<file path="src/rtl/regfile_32x64.sv">
// regfile_32x64: 32 x 64-bit register file with two combinational read
// ports, one synchronous write port, optional write-to-read forwarding,
// a hardwired-zero register and a count of committed writes.
module regfile_32x64 #(
  parameter int BYPASS   = 1,
  parameter int ZERO_REG = 31
) (
  input  logic        clk,
  input  logic        rst_n,
  input  logic [4:0]  ra,
  input  logic [4:0]  rb,
  input  logic        we,
  input  logic [4:0]  wa,
  input  logic [63:0] wd,
  output logic [63:0] da,
  output logic [63:0] db,
  output logic [15:0] wr_cnt
);

  localparam logic [4:0] ZeroIdx   = 5'(ZERO_REG);
  localparam bit         BypassOn  = (BYPASS != 0);

  logic [63:0] r_mem [32];
  logic [15:0] r_wrCnt;
  logic        w_commit;
  logic        w_fwdA;
  logic        w_fwdB;
  logic [63:0] w_readA;
  logic [63:0] w_readB;

  // A write only commits when enabled and not aimed at the zero register;
  // during reset the flops are held clear, so a pending write is dropped.
  assign w_commit = we && (wa != ZeroIdx);

  // Forwarding is suppressed while reset is asserted so reads stay zero.
  assign w_fwdA = BypassOn && rst_n && w_commit && (wa == ra);
  assign w_fwdB = BypassOn && rst_n && w_commit && (wa == rb);

  // Storage array: asynchronous clear, then one write per rising edge.
  always_ff @(posedge clk or negedge rst_n) begin
    if (!rst_n) begin
      for (int i = 0; i < 32; i++) begin
        r_mem[i] <= 64'h0;
      end
    end else if (w_commit) begin
      r_mem[wa] <= wd;
    end
  end

  // Committed-write counter, wraps naturally at 16 bits.
  always_ff @(posedge clk or negedge rst_n) begin
    if (!rst_n) begin
      r_wrCnt <= 16'h0;
    end else if (w_commit) begin
      r_wrCnt <= r_wrCnt + 16'h1;
    end
  end

  // Read port A: stored value, optionally forwarded write data, forced to
  // zero for the zero register or while reset is asserted.
  always_comb begin
    w_readA = r_mem[ra];
    if (w_fwdA) begin
      w_readA = wd;
    end
    if ((ra == ZeroIdx) || !rst_n) begin
      w_readA = 64'h0;
    end
  end

  // Read port B: identical structure, fully independent of port A.
  always_comb begin
    w_readB = r_mem[rb];
    if (w_fwdB) begin
      w_readB = wd;
    end
    if ((rb == ZeroIdx) || !rst_n) begin
      w_readB = 64'h0;
    end
  end

  assign da     = w_readA;
  assign db     = w_readB;
  assign wr_cnt = r_wrCnt;

endmodule
</file>
<file path="config.mk">
export PLATFORM = sky130hd
export DESIGN_NAME = regfile_32x64
export DESIGN_NICKNAME = d
export VERILOG_FILES = /design/src/rtl/regfile_32x64.sv
export SDC_FILE = /design/constraint.sdc
export NUM_CORES = 2
export LEC_CHECK = 0
export CORE_UTILIZATION = 60
export DETAILED_ROUTE_END_ITERATION = 10
export PLACE_DENSITY = 0.77
export SYNTH_ARGS = -nofsm -noshare
export SYNTH_HDL_FRONTEND = slang
export SYNTH_SLANG_ARGS = --single-unit
</file>
<file path="constraint.sdc">
create_clock -name clk -period 5.4 [get_ports clk]
set_input_delay 0.81 -clock clk [delete_from_list [all_inputs] [get_ports clk]]
set_output_delay 0.81 -clock clk [all_outputs]
set_load 0.01 [all_outputs]
</file>
==> results.toml <==
[logic_synthesis]
yosysTopAreaCell = "dfrtp_1"
synth-edff-count = 0
synthTopCellsByCount = "dfrtp_1 (2064), mux2_2 (1909), mux2i_1 (880)"
ys_seq_elements = 2064
syn_nets = 8187
synth_cells = 8104
synth_area_um2 = 111400
synth.area.top_cells = "dfrtp_1 (46%), mux2_2 (19%), mux4_2 (12%), mux2i_1 (7.9%), clkbuf_1 (2.1%)"
netlist.area_leader.share = 0.4637
synth_cell_types = 57
yosysMostFrequentCell = "dfrtp_1"
synthArstFlopShare = 1.000
yosys_warnings = 0
ys.flop_type = "dfrtp_1"
synth_area_per_cell_um2 = 13.75
synth-seq-area-share = 0.4637

[clock_network]
clockRootBuffer = "clkbuf_16"
cts_made_buffers = 215
insertion_delay_ns = 0.87
clock-sinks = 2064
clk_path_buf_depth = 3
postCtsResizedCells = 0
cts.htree.levels = 4
cts.clk_slew.worst_paths_ns = 0.05
cts_tree = "built"

[floorplanning]
die_height_um = 432.9
rows = 157
core_area_um2 = 183700
die_area_um2 = 187400
pin_count = 226
die_x_um = 432.9
start_util = 0.6065

[layout]
drive_gt1_frac = 0.3958
stdcell_area_um2 = 123800
finalNetCount = 7960
final_core_utilization = 0.6740
area_delta_synth_final_pct = 11.13

[setup_path]
r2r_cells = 5
crit_path_max_incr_delay_ns = 1.02
path_class = "input pin to primary output"
r2r-start = "wr_cnt[1]"
r2r_end = "wr_cnt[11]"
cp_slowest_cell = "o21a_1"
critical_path.startpoint_type = "input pin"
crit_family = "buffers and inverters"
path_max_fanout = 60
end_kind = "primary output"
worst-path-buf-inv = 5
critPathRequiredTime_ns = 4.59
crit_arrival_ns = 4.52
crit_path_cell_trace = "dlygate4sd3_1, buf_16, inv_1, nor2_1, o21a_1, buf_4, a221o_1, clkdlybuf4s50_1"
r2r_setup_slack_ns = 3.73

[grt]
grt_pass1_vias = 79650
grt_pass1_wl_um = 523200
grt_overflow = 0
antenna_found_initial = 5
grt_max_degree = 182
globalRouteTotalUtil = 0.3758

[worst_hold_path]
hold_class = "flip-flop to flip-flop"
hp-start = "r_mem[18]"
hold_depth = 0
hold_end = "r_mem[18]"

[placement]
portBuffers = 225
dp_hpwl_um = 196200
place_area_um2 = 116300
place_congestion = 0.8733

[sta]
finalSetupTns_ns = 0
setup_violations = 0
timing.fmax_mhz = 187.6
fin_skew_ns = 0.01553
post-route-period-util = 0.9869
relSlewSlack = 0.1060
worst_pin_slew_ns = 1.337
min_period_ns = 5.329
hold_viol = 0
hold_ws_ns = 0.3888
slew_violations = 0
rsz0062_at_grt = "false"

[drt]
drc = 0
wirelength_um = 352400
wl_per_cell_um = 33.49
dr.pass1.iters = 6
drt_first_iter_violations = 9287
ant_nets = 0
avgViaCountPerCell = 7.381
vias = 77650

[job]
cap_violations = 0

[pwr]
vdd_drop_max_mv = 0.2993
p_leak_nw = 54.32
p_per_area_nw_per_um2 = 366.9
finalPower_mw = 45.41

[outcome]
outcome = "completed"
==> placed cells by master, fill, tap and decap left out, drive strengths merged, types with 6 or more instances in the layout <==
master,instances
a221o,213
o21ai,157
o21ba,14
nor2,68
nor3,16
mux2,1984
or3b,54
nand3,7
nor2b,7
a211o,54
o211ai,50
a22oi,77
mux4,585
o22ai,61
mux2i,880
xor2,6
nand2,145
o21a,7
and2,57
dfrtp,2064
clkdlybuf4s50,216
clkbuf,299
bufinv,21
nand2b,14
buf,270
a21oi,282
nor3b,43
inv,12
and3,6
or3,13
o21bai,23
a221oi,227
xnor2,19
clkinv,64
==> routing by layer <==
| metal | track usage | vias to the layer above | share of wire | wire [um] |
|---|---|---|---|---|
| met4 | 0.2365 | 2 | 0.071 | 25130 |
| met1 | 0.4806 | 40930 | 0.37 | 130800 |
| met2 | 0.5899 | 4590 | 0.47 | 164600 |
| met3 | 0.07470 | 1402 | 0.090 | 31780 |
| li1 | - | 30730 | - | - |
| met5 | 0 | - | 0.000023 | 8 |
==> cell type report <==
| type | instances | area (um^2) |
|---|---|---|
| inverter | 6 | 32.53 |
| antenna | 1 | 2.502 |
| clock buffer | 299 | 6186 |
| tap | 2464 | 3083 |
| multi-input combinational | 5103 | 55970 |
| clock inverter | 96 | 1292 |
| timing repair buffer | 487 | 5568 |
| fill | 12730 | 59880 |
| sequential | 2064 | 51650 |
==> flip-flops by register name, summed over array words and instances (netlist names) <==
name and flops:
wr_cnt 16, r_mem 2048
==> worst max-delay path by stage <==
stage               startpoint      to  cells past startpoint
global route             rst_n  db[54]                      8
floorplan                ra[0]  da[12]                      8
finish                   rst_n  db[54]                      8
detailed placement       wa[1]  da[19]                      8
CTS                      rst_n  db[54]                      8
global placement         wa[0]  da[19]                      8
==> per-stage QoR <==
step           setup WS [ns]  cells
2_1_floorplan          1.981   8104
3_3_place_gp          0.4710  10120
3_5_place_dp          0.3700  10120
4_1_cts               0.2470  10520
5_1_grt              0.08579  10520
6_report             0.07064  10520
==> power breakdown <==
| part | internal [mW] | switching (mW) |
|---|---|---|
| combinational | 5.19 | 3.90 |
| clock | 9.03 | 6.62 |
| sequential | 18.4 | 2.25 |
==> kinds of logic (layout without fill, tap and decap cells) <==
kind of cell / after synthesis / in the layout / share of synthesized area
DFF: 2064 / 2064 / 0.4637
adders and majority gates: 1 / 1 / 0.0001123
muxes: 3449 / 3449 / 0.3979
other: 0 / 1 / 0
buffers and inverters: 937 / 888 / 0.03666
AOI/OAI and AO/OA: 1179 / 1179 / 0.07749
and+or+nand+nor: 449 / 449 / 0.02217
xor gates and xnor gates: 25 / 25 / 0.001966
==> what timing repair did <==
| action | in CTS | in global routing |
|---|---|---|
| hold buffers | 1 | 0 |
| endpoints found under the hold margin | 51 | 0 |
| setup endpoints to repair | 0 | 0 |
| buffers inserted | 0 | 0 |
No activity file was read; power rests on OpenSTA's default activity.
